$ cat config.mk
export PLATFORM = sky130hd
export DESIGN_NAME = gemm_operand_fetcher_flat
export DESIGN_NICKNAME = d
export VERILOG_FILES = /design/src/rtl/gemm_pkg.sv /design/src/rtl/gemm_operand_fetcher_if.sv /design/src/rtl/gemm_tile_fifo.sv /design/src/rtl/gemm_operand_fetcher.sv /design/src/flat_wrapper.sv
export SDC_FILE = /design/constraint.sdc
export NUM_CORES = 1
export LEC_CHECK = 0
export BUFFER_PORTS_ARGS = -buffer_cell sky130_fd_sc_hd__buf_2
export CORE_MARGIN = 2
export CORE_UTILIZATION = 46
export DETAILED_ROUTE_END_ITERATION = 12
export PLACE_DENSITY = 0.73
export SYNTH_ARGS = -nofsm -noshare
export SYNTH_HDL_FRONTEND = slang
export SYNTH_SLANG_ARGS = --single-unit
$ cat constraint.sdc
create_clock -name clk_i -period 10.3 [get_ports clk_i]
set_input_delay 0.515 -clock clk_i [delete_from_list [all_inputs] [get_ports clk_i]]
set_output_delay 0.515 -clock clk_i [all_outputs]
set_load 0.1 [all_outputs]
$ cat src/rtl/gemm_pkg.sv
// Shared types for the GEMM operand fetcher: FSM states,
// buffered tile entry and SRAM word width.
package gemm_pkg;

  localparam int IN_DW     = 8;
  localparam int MESH_ROW  = 4;
  localparam int MESH_COL  = 4;
  localparam int TILE_SIZE = 4;
  localparam int SIZE_AW   = 8;

  localparam int SRAM_AB_Width =
    MESH_ROW * TILE_SIZE * IN_DW;

  typedef enum logic [1:0] {
    IDLE,
    FETCH,
    DRAIN,
    DONE
  } fetch_state_e;

  typedef struct packed {
    logic [SRAM_AB_Width-1:0] a;
    logic [SRAM_AB_Width-1:0] b;
    logic                     first_k;
    logic                     last_k;
    logic [SIZE_AW-1:0]       m;
    logic [SIZE_AW-1:0]       n;
  } operand_tile_t;

endpackage

$ cat src/rtl/gemm_operand_fetcher_if.sv
// Tile stream from the operand fetcher to the mesh:
// paired A/B tiles, k-boundary flags and block coordinates.
interface gemm_operand_fetcher_if
  import gemm_pkg::*;
#(
  parameter int DW = SRAM_AB_Width,
  parameter int SW = SIZE_AW
);

  logic [DW-1:0] tile_a_o;
  logic [DW-1:0] tile_b_o;
  logic          tile_valid_o;
  logic          tile_ready_i;
  logic          tile_first_k_o;
  logic          tile_last_k_o;
  logic [SW-1:0] tile_m_o;
  logic [SW-1:0] tile_n_o;

  modport master (
    output tile_a_o, tile_b_o,
    output tile_valid_o,
    output tile_first_k_o, tile_last_k_o,
    output tile_m_o, tile_n_o,
    input  tile_ready_i
  );

  modport slave (
    input  tile_a_o, tile_b_o,
    input  tile_valid_o,
    input  tile_first_k_o, tile_last_k_o,
    input  tile_m_o, tile_n_o,
    output tile_ready_i
  );

endinterface

$ cat src/rtl/gemm_tile_fifo.sv
// Two-entry valid/ready FIFO; the head entry is driven
// straight from storage so it holds while stalled.
module gemm_tile_fifo #(
  parameter type T = logic [7:0]
) (
  input  logic       clk_i,
  input  logic       rst_ni,
  input  logic       i_push,
  input  T           i_data,
  output logic       o_valid,
  input  logic       i_ready,
  output T           o_data,
  output logic [1:0] o_count
);

  T           r_mem [2];
  logic       r_wr;
  logic       r_rd;
  logic [1:0] r_cnt;
  logic       w_pop;

  assign o_valid = (r_cnt != 2'd0);
  assign w_pop   = o_valid && i_ready;
  assign o_data  = r_mem[r_rd];
  assign o_count = r_cnt;

  always_ff @(posedge clk_i or negedge rst_ni) begin
    if (!rst_ni) begin
      r_mem[0] <= '0;
      r_mem[1] <= '0;
      r_wr     <= 1'b0;
      r_rd     <= 1'b0;
      r_cnt    <= 2'd0;
    end else begin
      if (i_push) begin
        r_mem[r_wr] <= i_data;
        r_wr        <= ~r_wr;
      end
      if (w_pop) r_rd <= ~r_rd;
      r_cnt <= r_cnt + {1'b0, i_push}
                     - {1'b0, w_pop};
    end
  end

endmodule

$ cat src/rtl/gemm_operand_fetcher.sv
// Walks the M/N/K block nest, reads SRAM A/B and streams tiles.
// Optional stall counter: define GEMM_FETCH_PERF_EN.
module gemm_operand_fetcher
  import gemm_pkg::*;
#(
  parameter int InDataWidth   = IN_DW,
  parameter int meshRow       = MESH_ROW,
  parameter int meshCol       = MESH_COL,
  parameter int tileSize      = TILE_SIZE,
  parameter int AddrWidth     = 12,
  parameter int SizeAddrWidth = SIZE_AW
) (
  input  logic                     clk_i,
  input  logic                     rst_ni,
  input  logic                     start_i,
  input  logic [SizeAddrWidth-1:0] M_size_i,
  input  logic [SizeAddrWidth-1:0] K_size_i,
  input  logic [SizeAddrWidth-1:0] N_size_i,
  output logic [AddrWidth-1:0]     sram_a_addr_o,
  output logic [AddrWidth-1:0]     sram_b_addr_o,
  input  logic [meshRow*tileSize*InDataWidth-1:0]
                                   sram_a_rdata_i,
  input  logic [meshCol*tileSize*InDataWidth-1:0]
                                   sram_b_rdata_i,
  gemm_operand_fetcher_if.master   tile,
  output logic                     busy_o,
  output logic                     done_o,
  output logic [31:0]              stall_cycles_o
);

  localparam int SW = SizeAddrWidth;
  localparam int AW = AddrWidth;

  fetch_state_e  r_state, w_state_nx;
  logic [SW-1:0] r_msz, r_ksz, r_nsz;
  logic [SW-1:0] r_m, r_n, r_k;
  logic [AW-1:0] r_a_base, r_b_base;
  logic [AW-1:0] r_a_addr, r_b_addr;
  logic [AW-1:0] w_a_addr, w_b_addr, w_kext;
  logic          r_inflight;
  logic          r_first, r_last;
  logic [SW-1:0] r_pm, r_pn;
  logic          w_start, w_zero, w_issue, w_pop;
  logic          w_k_last, w_n_last, w_m_last;
  logic [1:0]    w_cnt;
  logic [2:0]    w_credit;
  operand_tile_t w_push_data, w_head;

  assign w_start  = (r_state == IDLE) && start_i;
  assign w_zero   = (M_size_i == '0) ||
                    (K_size_i == '0) ||
                    (N_size_i == '0);
  assign w_k_last = (r_k == r_ksz - SW'(1));
  assign w_n_last = (r_n == r_nsz - SW'(1));
  assign w_m_last = (r_m == r_msz - SW'(1));
  assign w_kext   = AW'(r_ksz);
  assign w_a_addr = r_a_base + AW'(r_k);
  assign w_b_addr = r_b_base + AW'(r_k);

  // Credit counts the slot freed by a same-cycle pop, so a
  // ready consumer sees one tile per cycle with no bubbles.
  assign w_pop    = tile.tile_valid_o && tile.tile_ready_i;
  assign w_credit = {1'b0, w_cnt} + {2'b0, r_inflight}
                  - {2'b0, w_pop};
  assign w_issue  = (r_state == FETCH) && (w_credit < 3'd2);

  assign sram_a_addr_o = w_issue ? w_a_addr : r_a_addr;
  assign sram_b_addr_o = w_issue ? w_b_addr : r_b_addr;

  always_comb begin
    w_state_nx = r_state;
    unique case (r_state)
      IDLE:
        if (start_i) w_state_nx = w_zero ? DRAIN : FETCH;
      FETCH:
        if (w_issue && w_k_last && w_n_last && w_m_last)
          w_state_nx = DRAIN;
      DRAIN:
        if (!r_inflight && (w_cnt == {1'b0, w_pop}))
          w_state_nx = DONE;
      DONE:
        w_state_nx = IDLE;
      default:
        w_state_nx = IDLE;
    endcase
  end

  always_ff @(posedge clk_i or negedge rst_ni) begin
    if (!rst_ni) r_state <= IDLE;
    else         r_state <= w_state_nx;
  end

  always_ff @(posedge clk_i or negedge rst_ni) begin
    if (!rst_ni) begin
      r_msz      <= '0;
      r_ksz      <= '0;
      r_nsz      <= '0;
      r_m        <= '0;
      r_n        <= '0;
      r_k        <= '0;
      r_a_base   <= '0;
      r_b_base   <= '0;
      r_a_addr   <= '0;
      r_b_addr   <= '0;
      r_inflight <= 1'b0;
      r_first    <= 1'b0;
      r_last     <= 1'b0;
      r_pm       <= '0;
      r_pn       <= '0;
    end else begin
      r_inflight <= w_issue;
      if (w_start) begin
        r_msz    <= M_size_i;
        r_ksz    <= K_size_i;
        r_nsz    <= N_size_i;
        r_m      <= '0;
        r_n      <= '0;
        r_k      <= '0;
        r_a_base <= '0;
        r_b_base <= '0;
      end else if (w_issue) begin
        r_a_addr <= w_a_addr;
        r_b_addr <= w_b_addr;
        r_first  <= (r_k == '0);
        r_last   <= w_k_last;
        r_pm     <= r_m;
        r_pn     <= r_n;
        if (!w_k_last) begin
          r_k <= r_k + SW'(1);
        end else begin
          r_k <= '0;
          if (w_n_last) begin
            r_n      <= '0;
            r_b_base <= '0;
            r_m      <= r_m + SW'(1);
            r_a_base <= r_a_base + w_kext;
          end else begin
            r_n      <= r_n + SW'(1);
            r_b_base <= r_b_base + w_kext;
          end
        end
      end
    end
  end

  always_comb begin
    w_push_data         = '0;
    w_push_data.a       = sram_a_rdata_i;
    w_push_data.b       = sram_b_rdata_i;
    w_push_data.first_k = r_first;
    w_push_data.last_k  = r_last;
    w_push_data.m       = r_pm;
    w_push_data.n       = r_pn;
  end

  gemm_tile_fifo #(
    .T(operand_tile_t)
  ) u_fifo (
    .clk_i   (clk_i),
    .rst_ni  (rst_ni),
    .i_push  (r_inflight),
    .i_data  (w_push_data),
    .o_valid (tile.tile_valid_o),
    .i_ready (tile.tile_ready_i),
    .o_data  (w_head),
    .o_count (w_cnt)
  );

  assign tile.tile_a_o       = w_head.a;
  assign tile.tile_b_o       = w_head.b;
  assign tile.tile_first_k_o = w_head.first_k;
  assign tile.tile_last_k_o  = w_head.last_k;
  assign tile.tile_m_o       = w_head.m;
  assign tile.tile_n_o       = w_head.n;

  assign busy_o = (r_state == FETCH) || (r_state == DRAIN);
  assign done_o = (r_state == DONE);

`ifdef GEMM_FETCH_PERF_EN
  logic [31:0] r_stall;

  always_ff @(posedge clk_i or negedge rst_ni) begin
    if (!rst_ni) begin
      r_stall <= '0;
    end else if (w_start) begin
      r_stall <= '0;
    end else if (tile.tile_valid_o && !tile.tile_ready_i
                 && (r_stall != '1)) begin
      r_stall <= r_stall + 32'd1;
    end
  end

  assign stall_cycles_o = r_stall;
`else
  assign stall_cycles_o = 32'd0;
`endif

endmodule

$ cat src/flat_wrapper.sv
// flat-port wrapper written by rule: the top's interface ports become plain ports
module gemm_operand_fetcher_flat import gemm_pkg::*;
#(
  parameter int InDataWidth   = IN_DW,
  parameter int meshRow       = MESH_ROW,
  parameter int meshCol       = MESH_COL,
  parameter int tileSize      = TILE_SIZE,
  parameter int AddrWidth     = 12,
  parameter int SizeAddrWidth = SIZE_AW
)
  (clk_i, rst_ni, start_i, M_size_i, K_size_i, N_size_i, sram_a_addr_o, sram_b_addr_o, sram_a_rdata_i, sram_b_rdata_i, busy_o, done_o, stall_cycles_o, tile_tile_a_o, tile_tile_b_o, tile_tile_valid_o, tile_tile_first_k_o, tile_tile_last_k_o, tile_tile_m_o, tile_tile_n_o, tile_tile_ready_i);
  gemm_operand_fetcher_if #(.DW((SRAM_AB_Width)), .SW((SIZE_AW))) tile_i ();
  input  logic clk_i;
  input  logic rst_ni;
  input  logic start_i;
  input  logic [SizeAddrWidth-1:0] M_size_i;
  input  logic [SizeAddrWidth-1:0] K_size_i;
  input  logic [SizeAddrWidth-1:0] N_size_i;
  output logic [AddrWidth-1:0] sram_a_addr_o;
  output logic [AddrWidth-1:0] sram_b_addr_o;
  input  logic [meshRow*tileSize*InDataWidth-1:0] sram_a_rdata_i;
  input  logic [meshCol*tileSize*InDataWidth-1:0] sram_b_rdata_i;
  output logic busy_o;
  output logic done_o;
  output logic [31:0] stall_cycles_o;
  output wire logic [$bits(tile_i.tile_a_o)-1:0] tile_tile_a_o;
  output wire logic [$bits(tile_i.tile_b_o)-1:0] tile_tile_b_o;
  output wire logic [$bits(tile_i.tile_valid_o)-1:0] tile_tile_valid_o;
  output wire logic [$bits(tile_i.tile_first_k_o)-1:0] tile_tile_first_k_o;
  output wire logic [$bits(tile_i.tile_last_k_o)-1:0] tile_tile_last_k_o;
  output wire logic [$bits(tile_i.tile_m_o)-1:0] tile_tile_m_o;
  output wire logic [$bits(tile_i.tile_n_o)-1:0] tile_tile_n_o;
  input wire logic [$bits(tile_i.tile_ready_i)-1:0] tile_tile_ready_i;
  assign tile_tile_a_o = tile_i.tile_a_o;
  assign tile_tile_b_o = tile_i.tile_b_o;
  assign tile_tile_valid_o = tile_i.tile_valid_o;
  assign tile_tile_first_k_o = tile_i.tile_first_k_o;
  assign tile_tile_last_k_o = tile_i.tile_last_k_o;
  assign tile_tile_m_o = tile_i.tile_m_o;
  assign tile_tile_n_o = tile_i.tile_n_o;
  assign tile_i.tile_ready_i = tile_tile_ready_i;
  gemm_operand_fetcher #(.InDataWidth(InDataWidth), .meshRow(meshRow), .meshCol(meshCol), .tileSize(tileSize), .AddrWidth(AddrWidth), .SizeAddrWidth(SizeAddrWidth)) u_core (.clk_i(clk_i), .rst_ni(rst_ni), .start_i(start_i), .M_size_i(M_size_i), .K_size_i(K_size_i), .N_size_i(N_size_i), .sram_a_addr_o(sram_a_addr_o), .sram_b_addr_o(sram_b_addr_o), .sram_a_rdata_i(sram_a_rdata_i), .sram_b_rdata_i(sram_b_rdata_i), .tile(tile_i), .busy_o(busy_o), .done_o(done_o), .stall_cycles_o(stall_cycles_o));
endmodule
==> results.sh, run 1 <==
export IMPL_r2r_cells=15
export IMPL_path_max_fanout=29
export IMPL_syn2layout_area_growth_pct=19.6
export IMPL_vias_per_cell=5.44
export IMPL_worstHoldPathType="in -> async"
export IMPL_synthCells=2360
export IMPL_cts_buffer_depth=3
export IMPL_max_stage_delay_ns=0.76
export IMPL_fmax_mhz=191
export IMPL_syn_area_um2=31200
export IMPL_coreArea_um2=67200
export IMPL_num_vias=21000
export IMPL_hold_viol_final=0
export IMPL_drcViolationCount=0
export IMPL_r2r_slack_ns=5.56
export IMPL_die_y_um=264
export IMPL_grt_pass1_vias=22200
export IMPL_status="complete, no violations"
export IMPL_synth_top_area_share_pct=53.7
export IMPL_layout_nets=3244
export IMPL_final_period_utilization_pct=50.9
export IMPL_rsz0062_at_grt="false"
export IMPL_ff_latch_area_um2=16700
export IMPL_critPathLaunchType="register"
export IMPL_tightest_slew_ns=1.12
export IMPL_synth_seq_area_share_pct=53.7
export IMPL_initial_utilization_pct=46.4
export IMPL_drtIter0Drc=1155
export IMPL_rr_startpoint="u_core.u_fifo.o_count[1]"
export IMPL_ctsHoldBuffers=0
export IMPL_synth_flop_cell="dfrtp_1"
export IMPL_wl_mm=80.1
export IMPL_hpwl_mm=55.9
export IMPL_grt_first_pass_wirelength_mm=125
export IMPL_drive_above_1_share_pct=53.4
export IMPL_maxSlewHeadroom_pct=25.2
export IMPL_clkTransAtPathRegs_ns=0.06
export IMPL_crit_slowest_cell="nand3_1"
export IMPL_cts_resized=0
export IMPL_synth_edff_count=0
export IMPL_cts_setup_buffers=0
export IMPL_track_usage_pct=22.6
export IMPL_clk_latency_ns=0.61
export IMPL_gp_congestion=0.875
export IMPL_finClkSkew_ns=0.0149
export IMPL_htree_levels=3
export IMPL_root_buffer="clkbuf_16"
export IMPL_ys_ff_latch=669
export IMPL_dieArea_um2=69800
export IMPL_antenna_found_initial=22
export IMPL_yosysTopAreaCell="dfrtp_1"
export IMPL_drv_cap=0
export IMPL_worstPathRequired_ns=9.79
export IMPL_cp_cell_sequence="or2_2, and2_1, ha_1, inv_1, ha_1, inv_1, fa_1, xnor2_1, nand3_1, inv_2, mux2_2, buf_2"
export IMPL_wl_per_cell_um=20.8
export IMPL_clock_sinks=669
export IMPL_synth_avg_cell_area_um2=13.2
export IMPL_cp_end_kind="output port"
export IMPL_chipWidth_um=264
export IMPL_path_class="reg -> out"
export IMPL_yosys_warnings=0
export IMPL_antenna_left=0
export IMPL_num_io_pins=617
export IMPL_synth_area_leaders="dfrtp_1 (54%), mux2_2 (30%), nand2_1 (2.4%)"
export IMPL_rr_endpoint="u_core.r_a_base[9]"
export IMPL_cts_tree="done"
export IMPL_post_route_min_period_ns=5.25
export IMPL_cp_arrival_ns=4.73
export IMPL_grt_start_max_net_pins=181
export IMPL_synth_distinct_cells=69
export IMPL_portBuffers=584
export IMPL_cts_buffers=75
export IMPL_drv_slew=0
export IMPL_setup_tns_ns=0
export IMPL_multi_input_area_um2=13700
export IMPL_grt_overflow=0
export IMPL_async_flop_share_pct=100
export IMPL_setup_viol=0
export IMPL_num_rows=95
export IMPL_fillers=5508
export IMPL_firstDrtPassIters=5
placed cells by master, fill, tap and decap left out, types with 4 or more instances in the layout:
cell and count:
bufinv_16 4, inv_1 32, inv_6 4, or4_1 4, clkinv_2 13, a21o_1 9
nand2_1 200, buf_4 14, nand2b_1 4, o21a_1 6, a31oi_1 9, nor4_1 13
nor2b_1 11, and2_1 5, mux2i_1 9, diode_2 16, dfrtp_1 668, fa_1 5
or3_1 9, conb_1 32, xor2_1 27, clkbuf_1 11, a22o_1 14, xnor2_1 35
nand3_1 18, buf_12 4, nor3_1 17, mux2_2 841, o21ai_0 60, clkbuf_16 78
or2_2 6, ha_1 45, clkbuf_8 13, nand4_1 5, and3_1 5, a21oi_1 33
a211oi_1 9, buf_2 583, nor2_1 46
flip-flops by register name, summed over array words and instances, names as in the netlist, 8 cells and up:
register	flops
u_core.r_a_addr	12
u_core.r_b_base	12
u_core.r_k	8
u_core.r_pn	8
u_core.r_msz	8
u_core.r_nsz	8
u_core.r_n	8
u_core.u_fifo.r_mem	548
u_core.r_b_addr	12
u_core.r_m	8
u_core.r_pm	8
u_core.r_a_base	12
u_core.r_ksz	8
synth_stat cells (all sizes together), types with 2 or more instances:
| master | instances |
|---|---|
| a41o | 2 |
| o22ai | 3 |
| nor2 | 49 |
| nor2b | 11 |
| o31ai | 2 |
| mux2i | 9 |
| buf | 43 |
| xnor2 | 35 |
| o21a | 6 |
| nor3 | 17 |
| nand4 | 5 |
| and2 | 6 |
| a22o | 14 |
| or3 | 10 |
| and3b | 2 |
| a211oi | 9 |
| ha | 45 |
| and4 | 2 |
| nor4 | 14 |
| nand3 | 18 |
| fa | 5 |
| o21ai | 60 |
| a221o | 2 |
| a31oi | 9 |
| o41ai | 2 |
| nand2b | 5 |
| a21o | 9 |
| dfrtp | 669 |
| nor4b | 2 |
| o211ai | 3 |
| a32o | 2 |
| nand2 | 201 |
| xor2 | 27 |
| mux2 | 841 |
| inv | 33 |
| or2 | 6 |
| a21oi | 34 |
| a41oi | 3 |
| or4 | 4 |
| and3 | 5 |
| a21boi | 3 |
| a211o | 2 |
| clkbuf | 117 |
| a2111oi | 2 |
area by class of cell:
cell class                 instances  share of cell area (%)
antenna                           16                   0.107
clock buffer                     102                    5.83
clock inverter                    27                   0.775
inverter                          33                   0.332
multi-input combinational       1529                    36.7
sequential                       669                    44.9
tap                              873                    2.93
timing repair buffer             602                    8.36
kinds of logic (layout without fill, tap and decap cells):
| logic type | Yosys count | after routing | share of synthesized area [%] |
|---|---|---|---|
| AND/OR/NAND/NOR | 359 | 359 | 5.20 |
| buffers and inverters | 193 | 764 | 2.76 |
| flip-flops | 669 | 669 | 53.7 |
| other | 1 | 48 | 0.0120 |
| XOR/XNOR | 63 | 63 | 1.81 |
| AO/OA/AOI/OAI | 175 | 175 | 3.69 |
| multiplexers | 850 | 850 | 30.7 |
| adder cells (fa/ha/maj) | 50 | 50 | 2.13 |
critical path, delay by kind of cell (launching register included):
kind | cells | cell delay [ns]
xor+xnor | 1 | 0.17
fa+ha+maj | 3 | 0.83
buf+inv | 4 | 1.03
flops | 1 | 0.43
mux | 1 | 0.40
simple gates | 3 | 1.27
how the worst max path moves through the flow:
stage	slack (ns)	depth (start not counted)	from	endpoint
floorplan	4.87	12	u_core.u_fifo.o_count[1]	sram_a_addr_o[10]
global placement	5.82	15	u_core.u_fifo.o_count[1]	u_core.r_a_base[11]
detailed placement	5.61	15	u_core.u_fifo.o_count[1]	u_core.r_a_base[9]
CTS	5.02	12	u_core.u_fifo.o_count[1]	sram_b_addr_o[6]
global route	4.75	12	u_core.u_fifo.o_count[1]	sram_b_addr_o[6]
finish	5.05	12	u_core.u_fifo.o_count[1]	sram_b_addr_o[6]
stage by stage:
| step | util [%] | std cells | setup WS [ns] | hold slack, ns | instance area, µm² |
|---|---|---|---|---|---|
| after floorplan | - | 2391 | 4.87 | 0.219 | 31300 |
| after global placement | 51.8 | 3706 | 5.82 | 0.477 | 34800 |
| after detailed placement | 51.8 | 3706 | 5.61 | 0.467 | 34800 |
| after CTS | 55.4 | 3835 | 5.02 | 0.0404 | 37200 |
| after global routing | 55.5 | 3850 | 4.75 | 0.0628 | 37300 |
| final | 55.5 | 3851 | 5.05 | 0.00133 | 37300 |
layer usage:
| layer | vias to the layer above | track usage, % | wire (µm) |
|---|---|---|---|
| met5 | - | 0 | 37 |
| met4 | 6 | 11.2 | 3800 |
| met3 | 196 | 5.35 | 4690 |
| met2 | 700 | 39.3 | 41000 |
| met1 | 10600 | 26.0 | 30600 |
| li1 | 9438 | - | - |
Power of run 1 is not shown: default switching activity piles up to over one toggle a cycle in this logic, so the estimate is an artifact.
==> run 2, diff against run 1 <==
- clock period: 10.3 -> 5.3 ns (I/O delays scaled with it)
==> run 2 against run 1 <==
Hold slack gained 0.053 ns. Setup slack lost 4.1 ns. Die area is the same. Routed wire length grew 4.6%. Non-clock buffer count grew 287. Cell count grew 7.2%. Via count grew 5.8%. First-iteration DRC count shrank 2.3%. Critical path type unchanged. Clock-buffer cell count is the same. Largest cell class unchanged. Critical path depth grew 1.
==> results.sh, run 2 (same netlist as run 1, synthesis figures left out) <==
export IMPL_status="complete, no violations"
export IMPL_gp_congestion=0.867
export IMPL_wl_per_cell_um=20.3
export IMPL_final_util_pct=59.8
export IMPL_fmax_mhz=228
export IMPL_final_common_cell="mux2_2"
export IMPL_htree_levels=3
export IMPL_worstHoldPathType="in -> reg"
export IMPL_cts_tree="done"
export IMPL_cts_buffers=73
export IMPL_clk_latency_ns=0.62
export IMPL_setup_viol=0
export IMPL_drv_slew=0
export IMPL_layout_nets=3529
export IMPL_r2r_slack_ns=1.05
export IMPL_critPathLaunchType="register"
export IMPL_drv_cap=0
export IMPL_num_io_pins=617
export IMPL_hold_viol_final=0
export IMPL_cts_setup_buffers=0
export IMPL_rsz0062_at_grt="false"
export IMPL_vias_per_cell=5.37
export IMPL_maxSlewHeadroom_pct=22.5
export IMPL_portBuffers=584
export IMPL_setup_tns_ns=0
export IMPL_wl_mm=83.8
export IMPL_num_vias=22200
export IMPL_tightest_slew_ns=1.16
export IMPL_cts_buffer_depth=3
export IMPL_post_route_min_period_ns=4.40
export IMPL_grt_overflow=0
export IMPL_chipWidth_um=264
export IMPL_die_y_um=264
export IMPL_initial_utilization_pct=46.4
export IMPL_worstPathRequired_ns=5.04
export IMPL_syn2layout_area_growth_pct=28.9
export IMPL_clkTransAtPathRegs_ns=0.06
export IMPL_firstDrtPassIters=5
export IMPL_grt_first_pass_wirelength_mm=131
export IMPL_grt_start_max_net_pins=149
export IMPL_path_max_fanout=27
export IMPL_final_period_utilization_pct=82.9
export IMPL_antenna_found_initial=4
export IMPL_regMostFlops="u_core.u_fifo.r_mem"
export IMPL_cp_arrival_ns=4.13
export IMPL_drcViolationCount=0
export IMPL_grt_pass1_vias=24100
export IMPL_num_rows=95
export IMPL_final_cell_mix="mux2_2 (841), dfrtp_1 (668), buf_2 (583)"
export IMPL_antenna_left=0
export IMPL_clock_sinks=669
export IMPL_finClkSkew_ns=0.0251
export IMPL_path_class="reg -> out"
export IMPL_root_buffer="clkbuf_16"
export IMPL_hpwl_mm=56.0
export IMPL_track_usage_pct=23.6
export IMPL_coreArea_um2=67200
export IMPL_drtIter0Drc=1129
export IMPL_cp_end_kind="output port"
export IMPL_dieArea_um2=69800
export IMPL_drive_above_1_share_pct=48.7
export IMPL_largest_register_ffs=548
## run 2: cell count changes in the layout (fill, tap and decap cells not counted), sizes merged
cell,before,now
buf,602,608
bufinv,4,7
clkinv,16,19
clkinvlp,2,0
diode,16,4
dlygate4sd3,0,281
inv,38,37
## run 2: final timing paths
check,endpoint,start,depth (start not counted)
min in group asynchronous,u_core.u_fifo.r_mem[154],rst_ni,2
worst max register to register,u_core.r_k[6],u_core.u_fifo.o_count[1],15
worst min-delay path,u_core.u_fifo.r_rd,tile_tile_ready_i,3
worst min register to register,u_core.r_first,u_core.r_first,2
max in group asynchronous,u_core.u_fifo.r_mem[544],rst_ni,3
worst max-delay path,sram_b_addr_o[7],u_core.u_fifo.o_count[1],13
## run 2: cell type report
class | instances | area, µm²
repair buffers | 889 | 6050
fillers | 5118 | 27000
inverters | 33 | 124
flip-flops and latches | 669 | 16700
diodes | 4 | 10.0
clock inverters | 30 | 378
clock buffers | 102 | 2070
well taps | 873 | 1090
multi-input cells | 1529 | 13700
## run 2: what timing repair did
action / in CTS / in global routing
resized for setup: 0 / 0
hold buffers: 281 / 0
endpoints found under the hold margin: 630 / 0
## run 2: layer usage
layer	track usage [%]	wire, µm	vias to the layer above
li1	-	-	9998
met2	41.3	42400	709
met3	4.87	4280	265
met5	0	0	-
met4	12.3	4730	0
met1	27.4	32400	11200
## run 2: stage by stage
step | hold slack (ns) | std cells | cell area, µm² | worst slack (ns)
floorplan | -0.0306 | 2391 | 31300 | 0.116
global route | 0.0384 | 4129 | 40200 | 0.683
detailed placement | 0.369 | 3712 | 34900 | 1.10
global placement | 0.360 | 3712 | 34900 | 1.20
finish | 0.0544 | 4129 | 40200 | 0.905
CTS | 0.00978 | 4125 | 40200 | 0.856
## run 2: critical path: stages (launching register included)
cell	delay, ns
dfrtp_1	0.44
or2_2	0.31
and2_1	0.19
ha_1	0.29
inv_1	0.06
ha_1	0.14
inv_1	0.06
fa_1	0.41
xnor2_1	0.15
nand3_1	0.22
buf_4	0.29
inv_2	0.29
mux2_2	0.38
buf_2	0.29
Power of run 2 is left out for the same reason.
